### src/rtl/csr_abstract_cmd.sv
// Debug abstract "access register" initiator: turns one command into one CSR read/write.
// Optional CSR_AC_TIMEOUT_EN adds an ack timeout that answers with cmderr 7.
module csr_abstract_cmd #(
  parameter int unsigned XLEN    = 64,
  parameter int unsigned TIMEOUT = 255
) (
  input  logic            clk,
  input  logic            reset_n,
  input  logic            CmdValid,
  output logic            CmdReady,
  input  logic            CmdWrite,
  input  logic [11:0]     CmdRegno,
  input  logic [XLEN-1:0] CmdData,
  input  logic            Halted,
  output logic            RspValid,
  input  logic            RspReady,
  output logic [XLEN-1:0] RspData,
  output logic [2:0]      RspErr,
  output logic            Busy,
  output logic            CSRReq,
  output logic            CSRWrite,
  output logic [11:0]     CSRAdr,
  output logic [XLEN-1:0] CSRWriteVal,
  input  logic            CSRAck,
  input  logic [XLEN-1:0] CSRReadVal,
  input  logic            CSRIllegal
);

  localparam logic [1:0] S_IDLE  = 2'd0;
  localparam logic [1:0] S_ISSUE = 2'd1;
  localparam logic [1:0] S_RESP  = 2'd2;

  localparam logic [2:0] ERR_NONE = 3'd0;
  localparam logic [2:0] ERR_EXC  = 3'd3;
  localparam logic [2:0] ERR_HALT = 3'd4;
`ifdef CSR_AC_TIMEOUT_EN
  localparam logic [2:0] ERR_TMO  = 3'd7;
`endif

  localparam int unsigned CNT_W = 8;

  // Reject unsupported configurations at elaboration.
  if ((XLEN != 32 && XLEN != 64) || TIMEOUT == 0 || TIMEOUT > 255) begin : g_bad_param
    $error("csr_abstract_cmd: unsupported XLEN or TIMEOUT");
  end

  logic [1:0]      state, state_d;
  logic            cmd_ready_d, rsp_valid_d, busy_d;
  logic [XLEN-1:0] rsp_data_d;
  logic [2:0]      rsp_err_d;
  logic            csr_req_d, csr_write_d;
  logic [11:0]     csr_adr_d;
  logic [XLEN-1:0] csr_wval_d;
`ifdef CSR_AC_TIMEOUT_EN
  logic [CNT_W-1:0] cnt_q, cnt_d;
`endif

  // State and registered outputs.
  always_ff @(posedge clk or negedge reset_n) begin
    if (!reset_n) begin
      state       <= S_IDLE;
      CmdReady    <= 1'b0;
      RspValid    <= 1'b0;
      RspData     <= '0;
      RspErr      <= '0;
      Busy        <= 1'b0;
      CSRReq      <= 1'b0;
      CSRWrite    <= 1'b0;
      CSRAdr      <= '0;
      CSRWriteVal <= '0;
`ifdef CSR_AC_TIMEOUT_EN
      cnt_q       <= '0;
`endif
    end else begin
      state       <= state_d;
      CmdReady    <= cmd_ready_d;
      RspValid    <= rsp_valid_d;
      RspData     <= rsp_data_d;
      RspErr      <= rsp_err_d;
      Busy        <= busy_d;
      CSRReq      <= csr_req_d;
      CSRWrite    <= csr_write_d;
      CSRAdr      <= csr_adr_d;
      CSRWriteVal <= csr_wval_d;
`ifdef CSR_AC_TIMEOUT_EN
      cnt_q       <= cnt_d;
`endif
    end
  end

  // Next state and next output values.
  always_comb begin
    state_d     = state;
    rsp_valid_d = RspValid;
    rsp_data_d  = RspData;
    rsp_err_d   = RspErr;
    csr_req_d   = CSRReq;
    csr_write_d = CSRWrite;
    csr_adr_d   = CSRAdr;
    csr_wval_d  = CSRWriteVal;
`ifdef CSR_AC_TIMEOUT_EN
    cnt_d       = cnt_q;
`endif

    case (state)
      S_IDLE: begin
        if (CmdValid && CmdReady) begin
          csr_write_d = CmdWrite;
          csr_adr_d   = CmdRegno;
          csr_wval_d  = CmdData;
          if (!Halted) begin
            state_d     = S_RESP;
            rsp_valid_d = 1'b1;
            rsp_data_d  = '0;
            rsp_err_d   = ERR_HALT;
          end else if (CmdWrite && (CmdRegno[11:10] == 2'b11)) begin
            // Top quarter of CSR space is read-only; refuse without a bus cycle.
            state_d     = S_RESP;
            rsp_valid_d = 1'b1;
            rsp_data_d  = '0;
            rsp_err_d   = ERR_EXC;
          end else begin
            state_d   = S_ISSUE;
            csr_req_d = 1'b1;
`ifdef CSR_AC_TIMEOUT_EN
            cnt_d     = '0;
`endif
          end
        end
      end
      S_ISSUE: begin
        if (CSRAck) begin
          state_d     = S_RESP;
          csr_req_d   = 1'b0;
          rsp_valid_d = 1'b1;
          rsp_err_d   = CSRIllegal ? ERR_EXC : ERR_NONE;
          rsp_data_d  = (CSRIllegal || CSRWrite) ? '0 : CSRReadVal;
        end
`ifdef CSR_AC_TIMEOUT_EN
        else if (cnt_q == CNT_W'(TIMEOUT)) begin
          state_d     = S_RESP;
          csr_req_d   = 1'b0;
          rsp_valid_d = 1'b1;
          rsp_err_d   = ERR_TMO;
          rsp_data_d  = '0;
        end else begin
          cnt_d = cnt_q + CNT_W'(1);
        end
`endif
      end
      S_RESP: begin
        if (RspReady) begin
          state_d     = S_IDLE;
          rsp_valid_d = 1'b0;
        end
      end
      default: begin
        state_d     = S_IDLE;
        rsp_valid_d = 1'b0;
        csr_req_d   = 1'b0;
      end
    endcase

    cmd_ready_d = (state_d == S_IDLE);
    busy_d      = (state_d != S_IDLE);
  end

endmodule

### config.mk
export PLATFORM = sky130hd
export DESIGN_NAME = csr_abstract_cmd
export DESIGN_NICKNAME = d
export VERILOG_FILES = /design/src/rtl/csr_abstract_cmd.sv
export SDC_FILE = /design/constraint.sdc
export NUM_CORES = 1
export LEC_CHECK = 0
export CORE_MARGIN = 2
export CORE_UTILIZATION = 39
export DETAILED_ROUTE_END_ITERATION = 7
export PLACE_DENSITY_LB_ADDON = 0.08
export SETUP_SLACK_MARGIN = 0.15
export SKIP_CTS_REPAIR_TIMING = 1
export SKIP_LAST_GASP = 1
export SYNTH_ARGS = -nofsm -noshare
export SYNTH_HDL_FRONTEND = slang
export SYNTH_SLANG_ARGS = --single-unit
### constraint.sdc
create_clock -name clk -period 2.02 [get_ports clk]
set_input_delay 0.202 -clock clk [delete_from_list [all_inputs] [get_ports clk]]
set_output_delay 0.202 -clock clk [all_outputs]
set_load 0.1 [all_outputs]
Word-level counts from Yosys, hierarchy flattened
Cells that the tools add are included.

Equal/unequal tests: 9. Mux-type cells: 29. Bitwise logic cells: 1. Reductions and logical operators: 11.

Operators by type and width (count): two-way mux 64 bit (5); one-hot mux 64 bit (2 select lines) (1); two-way mux 2 bit (6); two-way mux 3 bit (4); != test 2 bit (second input constant) (5); two-way mux 1 bit (9); AND reduction 4 bit (2); one-hot mux 1 bit (3 select lines) (2); one-hot mux 2 bit (3 select lines) (1); one-hot mux 3 bit (2 select lines) (1); AND reduction 5 bit (1); == test 2 bit (second input constant) (2); zero test 2 bit (2); nonzero test 2 bit (2); != test 3 bit (second input constant) (1); == test 2 x 1 -> 1 bit (second input constant) (1); logical AND 1 bit (2); AND reduction 2 bit (1); logical OR 1 bit (1); inverter 1 bit (1).

Register bits: 150. Input port bits: 148. Output and inout bits: 148. Logic and storage cells: 60.

Depth between registers and ports, before layout
Gate-level depths: netlist (run 1).

Depth after elaboration: 7. Depth in mapped cells: 7.

Worst setup path after synthesis (run 1)
Ideal clock, no wire load.

Path kind: register to register. Start: register CmdReady. End: register RspErr[1]. Setup time: 0.128 ns. Data arrival time: 1.919 ns. Data required time: 1.892 ns. Slack: -0.027 ns. Stages on the path, launching flop included: 6. Path through: dfrtp_1 nand4bb_1 buf_2 a32o_1 buf_6 mux2_1.

Longest elaborated chain between the ends: 3.

RTL lines: start, declared (line 10) `output logic CmdReady,`; start signal, assigned (line 76) `CmdReady <= cmd_ready_d;`; logical AND 1 bit (line 107) `if (CmdValid && CmdReady) begin`; != test 2 bit (no line); AND reduction 4 bit (no line); end signal, assigned (line 79) `RspErr <= rsp_err_d;`; end, declared (line 18) `output logic [2:0] RspErr,`.

No other way between the ends. A chain may end at the register's enable or synchronous reset.

Worst setup path after layout (run 1)
Start: register state[0]. End: register RspErr[1].

Longest elaborated chain between the ends: 3. Elaborated cells between the ends (all ways): 8.

RTL lines: start, declared (line 47) `logic [1:0] state, state_d;`; start signal, assigned (line 75) `state <= state_d;`; == test 2 x 1 -> 1 bit or zero test 2 bit (tied branches) (line 105) `case (state)`; != test 2 bit (no line), or another cell as far along; AND reduction 4 bit (no line).

Several ways; a longest one is shown, not always the timed one.

==> results of run 1 <==
-- layout by cell type, fill, tap and decap left out, types with 4 or more instances in the layout --
cell               n
a22o_1            64
buf_12             7
buf_4            151
bufinv_16          6
clkbuf_16         17
clkdlybuf4s50_1  146
clkinvlp_4         4
dfrtp_1          148
nand2_1          233
-- cell usage after synthesis, types with 2 or more instances --
cell | count | area (um^2)
nand2_1 | 233 | 875
dfrtp_1 | 149 | 3730
a22o_1 | 64 | 561
clkbuf_1 | 16 | 60.1
buf_2 | 12 | 60.1
buf_6 | 5 | 56.3
o21ai_0 | 3 | 15.0
mux2_1 | 2 | 22.5
nor2_1 | 2 | 7.51
nor3_1 | 2 | 10.0
-- through the flow --
step / setup slack [ns] / instance area, um^2 / cells / util [%] / hold WS (ns)
2_1_floorplan: 0.248 / 5530 / 505 / - / -0.0936
3_3_place_gp: 0.247 / 8360 / 956 / 60.2 / 0.190
3_5_place_dp: 0.190 / 8360 / 956 / 60.2 / 0.196
4_1_cts: 0.225 / 9050 / 988 / 65.2 / -0.257
5_1_grt: 0.174 / 9060 / 989 / 65.3 / 0.303
6_report: 0.290 / 9060 / 989 / 65.3 / 0.306
-- final timing paths --
path                       cells past startpoint                          end  slack, ns
setup / recovery                               3        RspErr[1]$_DFFE_PN0P_       0.29
hold / removal                                 2        CSRAdr[8]$_DFFE_PN0P_       0.31
setup reg to reg                               3        RspErr[1]$_DFFE_PN0P_       0.29
hold reg to reg                                2  CSRWriteVal[45]$_DFFE_PN0P_       0.47
max in group asynchronous                      3  CSRWriteVal[21]$_DFFE_PN0P_       1.03
min in group clk                               3  CSRWriteVal[55]$_DFFE_PN0P_       0.31
-- worst max-delay path, delay by kind of cell, from the launching register on --
family / cells / cell delay [ns]
flip-flops: 1 / 0.54
AND/OR/NAND/NOR: 1 / 0.40
multiplexers: 2 / 0.68
-- cell families after synthesis --
kind of cell,after synthesis
buf+inv,36
flops,149
mux,3
simple gates,245
compound gates,72
-- area by class of cell --
cell class	instances	area, um^2	share of cell area, %
Multi-Input combinational cell	320	1640	18.1
Tap cell	180	225	2.49
Timing Repair Buffer	307	2770	30.5
Sequential cell	149	3730	41.2
Clock inverter	12	224	2.47
Inverter	1	3.75	0.0414
Clock buffer	20	467	5.15
-- per-layer routing --
metal,GRT usage (%),up-vias,share of wire (%)
li1,-,2246,-
met1,25.5,2287,38
met2,35.9,194,49
met3,8.99,25,10
met4,9.23,0,2.3
met5,0,-,0
-- flip-flops by register name (all words and copies together) (netlist names) --
register,count
Busy,1
CSRAdr,12
CSRReq,1
CSRWrite,1
CSRWriteVal,64
CmdReady,1
RspData,64
RspErr,2
RspValid,1
state,2
==> results_dict.tcl, run 1 <==
set metrics [dict create \
    synthArstFlopShare_pct 100 \
    drt_iter0_markers 226 \
    path_cells "nor2b_1 -> mux2_2 -> mux2_1" \
    clkTransAtPathRegs_ns 0.06 \
    worstPathMaxFanout 10 \
    maxCapViolCount 0 \
    cp-startpoint "state[0]$_DFF_PN0_" \
    antenna_cells 0 \
    skew_ns 0.00886 \
    avgSynthCellArea_um2 10.9 \
    die_x_um 123 \
    cts.sinks 149 \
    post-dp-hpwl_um 11600 \
    insertion_delay_ns 0.42 \
    viasPerCell 4.80 \
    ant_nets 0 \
    clockBufferDepth 2 \
    layout.nets 944 \
    ys_warn_count 0 \
    netlist_area_mm2 0.00553 \
    max_freq_mhz 578 \
    crit_arrival_ns 2.03 \
    core_region_area_mm2 0.0139 \
    io_pins 296 \
    synth_compound_area_share_pct 11.2 \
    seq_area_frac_synth_pct 67.5 \
    die_area_mm2 0.0151 \
    port_buffers 295 \
    synth_seq_cells 149 \
    synth_fa_ha_area_share_pct 0 \
    wl_per_cell_um 16.4 \
    wirelength_um 16200 \
    syn_to_final_growth_pct 64.0 \
    n_fill_cell 1095 \
    fin_crit_sh_pct 85.6 \
    crit_path_top_delay_cell "dfrtp_1" \
    ctsHtreeMaxLevel 4 \
    muxShareOfSynthArea_pct 0.611 \
    die_y_um 123 \
    cts_buffers 17 \
    grt_pass1_wl_um 25100 \
    synth_xor_xnor_area_share_pct 0 \
    grt_overflow 0 \
    cp-end-kind "flip-flop" \
    synth_edf_count 0 \
    grt_max_degree 80 \
    crit_required_ns 2.32 \
    holdCritPathClass "input pin to asynchronous set/reset pin" \
    rows 43 \
    vias 4752 \
    track_usage_pct 21.9 \
    cts_tree "built" \
    syn_inst 505 \
    worst_pin_slew_ns 0.525 \
    antenna_found_initial 0 \
    first_global_vias 4919 \
    cts-root-buf "clkbuf_16" \
    hold_viol_final 0 \
    syn-num-nets 653 \
    ys.flop_type "dfrtp_1" \
    gp_congestion 0.824 \
    period_needed_ns 1.73 \
    maxSlewViolCount 0 \
    reg2reg_from "state[0]$_DFF_PN0_" \
    drive_above_1_share_pct 24.5 \
    ys_types 27 \
    synth_top_family_by_area "simple AND/OR/NAND/NOR gates" \
    setup_viol 0 \
    start_util_pct 39.8 \
    path_class "flip-flop to flip-flop" \
    grt_setup_unrepaired "false" \
    cp-start-kind "flip-flop" \
    outcome "finished, final reports clean" \
    max_stage_delay_ns 0.54 \
    max_slew_margin_pct 65.0 \
    drc_errors 0 \
    dr.pass1.iters 5 \
    synth_simple_gate_area_share_pct 17.3 \
    final.setup.tns_ns 0 \
]
Power of run 1 is not shown: default switching activity piles up to over one toggle a cycle in this logic, so the estimate is an artifact.
==> run 2: changes to the inputs <==
--- a/config.mk
+++ b/config.mk
@@ -5,8 +5,11 @@
 export SDC_FILE = /design/constraint.sdc
 export NUM_CORES = 1
 export LEC_CHECK = 0
+export CELL_PAD_IN_SITES_DETAIL_PLACEMENT = 0
+export CELL_PAD_IN_SITES_GLOBAL_PLACEMENT = 2
+export CORE_ASPECT_RATIO = 0.9
 export CORE_MARGIN = 2
-export CORE_UTILIZATION = 39
+export CORE_UTILIZATION = 22
 export DETAILED_ROUTE_END_ITERATION = 7
 export PLACE_DENSITY_LB_ADDON = 0.08
 export SETUP_SLACK_MARGIN = 0.15
==> results_dict.tcl, run 2 (same netlist as run 1, synthesis figures left out) <==
set metrics [dict create \
    max_freq_mhz 584 \
    met3_usage_pct 5.89 \
    crit_family "multiplexers" \
    grt_setup_unrepaired "false" \
    viasPerCell 4.18 \
    gp_congestion 0.748 \
    crit_path_top_delay_cell "dfrtp_1" \
    critPathBufInv 0 \
    io_pins 296 \
    maxSlewViolCount 0 \
    busiest_layer "met2" \
    final.setup.tns_ns 0 \
    fin_crit_sh_pct 84.8 \
    vias 4821 \
    worstPathMaxFanout 10 \
    path_class "flip-flop to flip-flop" \
    max_slew_margin_pct 60.5 \
    outcome "finished, final reports clean" \
    period_needed_ns 1.71 \
    layout_common_cells "nand2_1, buf_4, dfrtp_1" \
    drc_errors 0 \
    cts.sinks 149 \
    cts_tree "built" \
    cts-root-buf "clkbuf_16" \
    use_met2_pct 22.2 \
    hold_viol_final 0 \
    reg.largest.list "CSRWriteVal x64, RspData x64, CSRAdr x12" \
    die_y_um 154 \
    wl_per_cell_um 16.3 \
    die_x_um 171 \
    rows 55 \
    ant_nets 0 \
    dr.pass1.iters 6 \
    post-dp-hpwl_um 13000 \
    utilization_pct 37.1 \
    grt_max_degree 80 \
    crit_required_ns 2.32 \
    cp-end-kind "flip-flop" \
    met1_usage_pct 17.6 \
    insertion_delay_ns 0.42 \
    die_area_mm2 0.0264 \
    start_util_pct 22.2 \
    core_region_area_mm2 0.0249 \
    cts_buffers 17 \
    drt_iter0_markers 188 \
    cp-start-kind "flip-flop" \
    drive_above_1_share_pct 24.4 \
    worst_pin_slew_ns 0.592 \
    crit_arrival_ns 2.01 \
    antenna_found_initial 1 \
    setup_viol 0 \
    first_global_vias 4897 \
    antenna_cells 0 \
    port_buffers 295 \
    skew_ns 0.0102 \
    layout.nets 946 \
    grt_overflow 0 \
    grt_pass1_wl_um 28600 \
    ctsHtreeMaxLevel 4 \
    clockBufferDepth 2 \
    clkTransAtPathRegs_ns 0.07 \
    syn_to_final_growth_pct 67.4 \
    final_common_cell "nand2_1" \
    wirelength_um 18800 \
    max_stage_delay_ns 0.54 \
    track_usage_pct 14.1 \
    holdCritPathClass "input pin to asynchronous set/reset pin" \
    maxCapViolCount 0 \
    path_cells "nor2b_1 -> mux2_2 -> mux2_1" \
]
## run 2: cell types whose count changed in the layout (fill, tap and decap cells not counted)
cell,change
inv_6,+2
clkinv_4,+2
buf_12,+1
clkbuf_1,+2
inv_8,+2
clkbuf_8,-3
buf_4,+2
clkinvlp_4,-4
buf_6,-1
bufinv_16,-1
## run 2: per-stage QoR
step / area, um^2 / hold WS [ns] / setup slack (ns) / instances
floorplan: 5530 / -0.0936 / 0.248 / 505
global placement: 8590 / 0.217 / 0.171 / 1120
detailed placement: 8590 / 0.223 / 0.139 / 1120
CTS: 9240 / -0.244 / 0.307 / 1152
global route: 9250 / 0.292 / 0.215 / 1153
finish: 9250 / 0.307 / 0.306 / 1153
## run 2: cell type report
type                            count  area, um^2
Clock buffer                       19         433
Clock inverter                     13         221
Timing Repair Buffer              309        2790
Tap cell                          342         428
Multi-Input combinational cell    320        1640
Fill cell                        2570       15700
Inverter                            1        3.75
Sequential cell                   149        3730
## run 2: final timing paths
kind / from / cells past startpoint / end / slack, ns
worst max-delay path: state[0]$_DFF_PN0_ / 3 / RspErr[1]$_DFFE_PN0P_ / 0.31
worst min-delay path: reset_n / 2 / CSRAdr[6]$_DFFE_PN0P_ / 0.31
worst max register to register: state[0]$_DFF_PN0_ / 3 / RspErr[1]$_DFFE_PN0P_ / 0.31
min in group clk: CmdData[62] / 3 / CSRWriteVal[62]$_DFFE_PN0P_ / 0.31
worst min register to register: CSRWriteVal[41]$_DFFE_PN0P_ / 2 / CSRWriteVal[41]$_DFFE_PN0P_ / 0.48
max in group asynchronous: reset_n / 3 / RspData[59]$_DFFE_PN0P_ / 0.91
## run 2: routing by layer
layer | routed length, um | vias up
met5 | 13 | -
met4 | 244 | 2
met3 | 1830 | 19
met2 | 8620 | 187
met1 | 8080 | 2360
li1 | - | 2253
## run 2: worst reg2reg max path: stages, from the launching register on
cell,delay (ns)
dfrtp_1,0.54
nor2b_1,0.41
mux2_2,0.38
mux2_1,0.27
Power of run 2 is left out for the same reason.
